### config.mk
export PLATFORM = sky130hd
export DESIGN_NAME = dds_spi_cmd_master
export DESIGN_NICKNAME = d
export VERILOG_FILES = /design/src/rtl/dds_spi_pkg.sv /design/src/rtl/dds_spi_cmd_master_sclk_div.sv /design/src/rtl/dds_spi_cmd_master.sv
export SDC_FILE = /design/constraint.sdc
export NUM_CORES = 1
export LEC_CHECK = 0
export CORE_MARGIN = 3
export CORE_UTILIZATION = 50
export DETAILED_ROUTE_END_ITERATION = 7
export GPL_ROUTABILITY_DRIVEN = 0
export PLACE_DENSITY = 0.72
export SLEW_MARGIN = 20
export SYNTH_ARGS = -nofsm -noshare
export SYNTH_HDL_FRONTEND = slang
export SYNTH_SLANG_ARGS = --single-unit
### constraint.sdc
create_clock -name clk -period 3 [get_ports clk]
set_clock_uncertainty 0.2 [all_clocks]
set_input_delay 0.75 -clock clk [delete_from_list [all_inputs] [get_ports clk]]
set_output_delay 0.75 -clock clk [all_outputs]
set_load 0.02 [all_outputs]
### src/rtl/dds_spi_pkg.sv
// Shared definitions for the DDS SPI command master:
// command opcodes, FSM states and frame-length helpers.
package dds_spi_pkg;

    localparam logic [7:0] CMD_FREQ = 8'h01;
    localparam logic [7:0] CMD_ENV  = 8'h02;

    typedef enum logic [2:0] {
        IDLE,
        SETUP,
        SHIFT,
        HOLD,
        GAP
    } state_t;

    // Bytes on the wire: opcode plus up to two payload bytes.
    function automatic logic [1:0] frame_bytes(input logic [1:0] nbytes);
        return (nbytes == 2'd3) ? 2'd3 : nbytes + 2'd1;
    endfunction

    // Index of the last bit, i.e. 8*N-1.
    function automatic logic [4:0] frame_last_bit(input logic [1:0] nbytes);
        return {frame_bytes(nbytes) - 2'd1, 3'b111};
    endfunction

endpackage

### src/rtl/dds_spi_cmd_master_sclk_div.sv
// SPI clock generator: mode-0 sclk with one-cycle rise/fall strobes,
// held low and restarted whenever the enable is low.
module spi_sclk_div
    import dds_spi_pkg::*;
#(
    parameter int CLK_DIV = 4
) (
    input  logic clk,
    input  logic nreset,
    input  logic en,
    output logic rise_tick,
    output logic fall_tick,
    output logic spi_sclk
);

    localparam int W = $clog2(CLK_DIV) + 1;
    localparam logic [W-1:0] LAST = W'(CLK_DIV - 1);

    logic [W-1:0] cnt;
    logic         wrap;

    assign wrap      = en && (cnt == LAST);
    assign rise_tick = wrap && !spi_sclk;
    assign fall_tick = wrap && spi_sclk;

    always_ff @(posedge clk or negedge nreset) begin
        if (!nreset) begin
            cnt      <= '0;
            spi_sclk <= 1'b0;
        end else if (!en) begin
            cnt      <= '0;
            spi_sclk <= 1'b0;
        end else if (wrap) begin
            cnt      <= '0;
            spi_sclk <= !spi_sclk;
        end else begin
            cnt <= cnt + 1'b1;
        end
    end

endmodule

### src/rtl/dds_spi_cmd_master.sv
// SPI master that frames one DDS command (opcode + 0..2 bytes)
// per nss window in mode 0 and captures MISO for read-back.
module dds_spi_cmd_master
    import dds_spi_pkg::*;
#(
    parameter int CLK_DIV  = 4,
    parameter int CS_SETUP = 2,
    parameter int CS_HOLD  = 2,
    parameter int IDLE_GAP = 4
) (
    input  logic        clk,
    input  logic        nreset,
    input  logic        cmd_valid,
    output logic        cmd_ready,
    input  logic [7:0]  cmd_opcode,
    input  logic [15:0] cmd_data,
    input  logic [1:0]  cmd_nbytes,
    output logic        rsp_valid,
    output logic [23:0] rsp_data,
    output logic        busy,
    output logic        spi_sclk,
    output logic        spi_mosi,
    output logic        spi_nss,
    input  logic        spi_miso
);

    localparam int TMAX0 = (CS_SETUP > CS_HOLD) ? CS_SETUP : CS_HOLD;
    localparam int TMAX  = (TMAX0 > IDLE_GAP) ? TMAX0 : IDLE_GAP;
    localparam int TW    = $clog2(TMAX) + 1;

    state_t          state, state_nx;
    logic [TW-1:0]   tmr, tmr_load;
    logic [4:0]      bit_cnt, last_bit;
    logic [23:0]     tx, rx;
    logic            accept, tmr_done, entering;
    logic            rise_tick, fall_tick;

    assign cmd_ready = (state == IDLE);
    assign busy      = !cmd_ready;
    assign accept    = cmd_valid && cmd_ready;
    assign tmr_done  = (tmr == '0);
    assign entering  = (state_nx != state);

    spi_sclk_div #(.CLK_DIV(CLK_DIV)) u_div (
        .clk       (clk),
        .nreset    (nreset),
        .en        (state == SHIFT),
        .rise_tick (rise_tick),
        .fall_tick (fall_tick),
        .spi_sclk  (spi_sclk)
    );

    always_ff @(posedge clk or negedge nreset) begin
        if (!nreset) state <= IDLE;
        else         state <= state_nx;
    end

    always_comb begin
        state_nx = state;
        spi_nss  = 1'b1;
        spi_mosi = 1'b0;
        tmr_load = '0;
        unique case (state)
            IDLE:  if (accept) state_nx = SETUP;
            SETUP: if (tmr_done) state_nx = SHIFT;
            SHIFT: if (fall_tick && bit_cnt == 5'd0) state_nx = HOLD;
            HOLD:  if (tmr_done) state_nx = GAP;
            GAP:   if (tmr_done) state_nx = IDLE;
            default: state_nx = IDLE;
        endcase
        if (state == SETUP || state == SHIFT || state == HOLD) begin
            spi_nss  = 1'b0;
            spi_mosi = tx[23];
        end
        unique case (state_nx)
            SETUP:   tmr_load = TW'(CS_SETUP - 1);
            HOLD:    tmr_load = TW'(CS_HOLD - 1);
            GAP:     tmr_load = TW'(IDLE_GAP - 1);
            default: tmr_load = '0;
        endcase
    end

    // Phase timer and bit counter restart on every state entry.
    always_ff @(posedge clk or negedge nreset) begin
        if (!nreset) begin
            tmr     <= '0;
            bit_cnt <= '0;
        end else if (entering) begin
            tmr     <= tmr_load;
            bit_cnt <= last_bit;
        end else begin
            if (!tmr_done) tmr <= tmr - 1'b1;
            if (fall_tick && bit_cnt != 5'd0) bit_cnt <= bit_cnt - 5'd1;
        end
    end

    always_ff @(posedge clk or negedge nreset) begin
        if (!nreset) begin
            tx       <= '0;
            rx       <= '0;
            last_bit <= '0;
        end else if (accept) begin
            last_bit <= frame_last_bit(cmd_nbytes);
            rx       <= '0;
            unique case (cmd_nbytes)
                2'd0:    tx <= {cmd_opcode, 16'h0000};
                2'd1:    tx <= {cmd_opcode, cmd_data[7:0], 8'h00};
                default: tx <= {cmd_opcode, cmd_data};
            endcase
        end else begin
            if (fall_tick) tx <= {tx[22:0], 1'b0};
            if (rise_tick) rx <= {rx[22:0], spi_miso};
        end
    end

    always_ff @(posedge clk or negedge nreset) begin
        if (!nreset) begin
            rsp_valid <= 1'b0;
            rsp_data  <= '0;
        end else begin
            rsp_valid <= (state == HOLD) && (state_nx == GAP);
            if ((state == HOLD) && (state_nx == GAP)) rsp_data <= rx;
        end
    end

endmodule

==> key figures <==
Power
  – Total Power: 4220 uW
  – Max IR drop VDD: 0.345 mV
  – Power density cells: 853 mW/mm2
  – Static leakage: 0.00212 uW

Critical path
  – Ordered cell list for the critical path: or3_1 > inv_2 > clkdlybuf4s50_1
  – Highest-delay cell along the critical path: sky130_fd_sc_hd__clkdlybuf4s50_1
  – Data arrival time of the critical path: approximately 1.9 ns
  – Startpoint-to-endpoint class of the critical path: flop to output port
  – WP buf/inv: 2
  – Critical Path Start Type: flop
  – Data required, critical path: 2.05 ns
  – Highest fanout seen on the critical path: 12
  – Gate family responsible for the most delay along the worst path: buffers and inverters
  – Endpoint kind of the worst setup timing path: output port
  – Highest cell delay on the worst timing path: 0.59 ns

Die
  – Die X-Extent: 96.8 um
  – Initial standard-cell utilization of the core: 52.6%
  – Die outline area: 0.00938 mm2
  – Cell row count: 32
  – Die Span Y: 96.8 um
  – # IOs: 60
  – Standard cell core area: 0.00785 mm2

Clocking
  – Hold-fix buffers, CTS: 0
  – Root Driver: sky130_fd_sc_hd__clkbuf_8
  – Clock latency of the later-clocked register in the worst-skew pair: 0.36 ns
  – CTS max path bufs: 2
  – Deepest level of the CTS H-tree: 3
  – Clock tree from TritonCTS: yes
  – Number of buffers created by CTS: 9
  – Clock transition at the register clock pins on the worst setup and hold paths after CTS: roughly 0.1 ns
  – Number of sinks handled by clock tree synthesis: 91

Routing
  – DRT iter0 DRCs: ~140
  – Via Count: approximately 2.8k
  – Routed len/inst: 14.7 um
  – Via-to-Cell Ratio: around 5.3
  – Count of unresolved DRC violations after routing: 0
  – Aggregate routed wire length: 7740 um
  – Number of search-and-repair iterations in the first detailed-routing pass: 4
  – Remaining number of nets flagged by the antenna check after routing: 0

STA
  – Final Critical Period: 2.87 ns
  – Slew at the pin with the worst max-slew slack: just over 0.8 ns
  – Sum Neg Setup Slack: 0 ns
  – Final hold vios: 0
  – Highest clock frequency the design can meet: 0.348 GHz
  – Final-report setup violation count: 0
  – Final period utilization: about 96%
  – Worst hold slack: 0.175 ns
  – Slew Limit Headroom: 45.6%
  – Final slew viol count: 0
  – Setup repair after global routing missed its margin: false

Synthesis
  – Average instance area after synthesis: 11.2 um2
  – Yosys cell types: between 40 and 50
  – Post-Synthesis Cells: between 300 and 400
  – Synthesis-stage register bit count: 91
  – Synth Warn #: 0
  – Register area share after synthesis: 55.2%
  – Mapped Area: 0.00413 mm2
  – Synthesized Nets: 404

Cells and area
  – Final instance area: about 0.0049 mm2
  – # nets final: 456
  – Filler-free cell count of the finished design: 528
  – Sequential cell area: 0.00228 mm2
  – Share of layout cells above drive strength 1: 16.2%
  – Area growth from synthesis to final layout: 19.9%
  – Diode count: 0
  – Filler instances: 672
  – Multi-input logic area: 0.00166 mm2

Global route
  – All-layer global routing usage: 17.3%
  – Congestion Overflow GR: 0
  – Pin count of the biggest net entering global routing: 59
  – Initial antenna violation count: 0
  – Wire length of the first global-routing pass: between 10000 and 15000 um
  – Via count of the first global-routing pass: 2836

Flow run
  – Max-cap violation count: 0

Placement
  – Post-DP HPWL: 5170 um
  – Post-placement cell area: approximately 0.0047 mm2
  – Placed cell count: 512
  – Number of input and output port buffers inserted: 59

Outcome
  – Status: finished clean

Min path
  – Class of the worst hold path: input pin to async pin
where the power goes:
group / leakage [uW] / switching [uW] / total (uW) / internal [uW]
combinational: 0.000843 / 785 / 1580 / 792
clock: 0.0000934 / 466 / 808 / 342
sequential: 0.00119 / 243 / 1830 / 1590
stage by stage:
stage	util [%]	setup slack, ns
after global placement	60.5	0.450
after CTS	63.0	0.0206
final	63.0	0.127
after global routing	63.0	0.0380
after floorplan	-	0.834
after detailed placement	60.5	0.410
state kept, by name, indices dropped and copies added (netlist names), 3 cells and up:
name and cells:
last_bit 3, bit_cnt 5, rx 24, u_div.cnt 3
state 3, rsp_data 24, tmr 3, tx 24
routing by layer:
layer / part of all wire, % / track usage, % / routed length [um]
met1: 49 / 24.0 / 3760
met2: 47 / 27.3 / 3630
met3: 3.1 / 2.67 / 240
met4: 1.5 / 7.45 / 114
met5: 0 / 0 / 0
final timing paths:
kind	start	to	slack, ns	cells after the start
setup / recovery	state[2]$_DFF_PN0_	cmd_ready	0.13	3
hold / removal	nreset	rsp_data[19]$_DFFE_PN0P_	0.17	1
setup reg to reg	tmr[0]$_DFFE_PN0P_	rsp_data[0]$_DFFE_PN0P_	0.72	6
hold reg to reg	u_div.cnt[0]$_DFF_PN0_	u_div.cnt[0]$_DFF_PN0_	0.24	1
max in group asynchronous	nreset	tx[23]$_DFFE_PN0P_	1.78	2
min in group clk	u_div.cnt[0]$_DFF_PN0_	u_div.cnt[0]$_DFF_PN0_	0.24	1
synth_stat cells, drive strengths merged:
cell	number	area (um2)
or3	4	25.0
and2	1	6.26
xnor2	1	8.76
nor4b	2	38.8
nand2b	2	12.5
and4b	1	10.0
o21ai	19	95.1
nand2	67	251
dfrtp	91	2280
nor2	11	43.8
or4	1	7.51
a31o	2	17.5
nand3b	2	15.0
and3b	1	8.76
inv	6	22.5
or2	3	18.8
mux2	31	368
a311oi	1	8.76
buf	17	130
a221oi	8	70.1
nor2b	3	18.8
a31oi	2	12.5
xor2	1	8.76
ha	5	62.6
or3b	2	20.0
clkbuf	9	33.8
nand4	1	6.26
a21oi	35	175
nand3	10	55.1
nor3b	3	33.8
and3	2	12.5
mux2i	25	250
layout by cell type (no fill, tap or decap), types with 3 or more instances in the layout:
| master | count |
|---|---|
| sky130_fd_sc_hd__a21oi_1 | 35 |
| sky130_fd_sc_hd__a221oi_1 | 8 |
| sky130_fd_sc_hd__buf_4 | 8 |
| sky130_fd_sc_hd__clkbuf_8 | 10 |
| sky130_fd_sc_hd__clkdlybuf4s50_1 | 58 |
| sky130_fd_sc_hd__dfrtp_1 | 89 |
| sky130_fd_sc_hd__ha_1 | 5 |
| sky130_fd_sc_hd__inv_1 | 5 |
| sky130_fd_sc_hd__mux2_2 | 26 |
| sky130_fd_sc_hd__mux2_4 | 5 |
| sky130_fd_sc_hd__mux2i_1 | 25 |
| sky130_fd_sc_hd__nand2_1 | 67 |
| sky130_fd_sc_hd__nand3_1 | 9 |
| sky130_fd_sc_hd__nor2_1 | 10 |
| sky130_fd_sc_hd__nor2b_1 | 3 |
| sky130_fd_sc_hd__o21ai_0 | 4 |
| sky130_fd_sc_hd__o21ai_1 | 15 |
| sky130_fd_sc_hd__or3_1 | 4 |
kinds of logic after synthesis:
family	synth area share [%]
adder cells (fa/ha/maj)	1.52
AND/OR/NAND/NOR	14.2
AO/OA/AOI/OAI	9.19
flip-flops	55.2
XOR/XNOR	0.425
buffers and inverters	4.52
multiplexers	15.0
area by class of cell:
cell class,count,area share [%]
clock inverter,6,1.11
multi-input combinational,246,33.6
tap,102,2.58
clock buffer,10,2.78
inverter,6,0.455
timing repair buffer,67,13.4
sequential,91,46.1
what timing repair did:
action / in CTS / in global routing
resized for setup: 0 / 2
setup buffers: 0 / 0
endpoints found under the setup margin: 0 / 2
worst register-to-register path: stages (launching register included):
cell and delay [ns]:
sky130_fd_sc_hd__dfrtp_1 0.37, sky130_fd_sc_hd__inv_1 0.11, sky130_fd_sc_hd__ha_1 0.21, sky130_fd_sc_hd__nor2b_1 0.28, sky130_fd_sc_hd__and4b_1 0.27, sky130_fd_sc_hd__buf_4 0.34
sky130_fd_sc_hd__mux2_2 0.39
No activity file was read; power rests on OpenSTA's default activity.
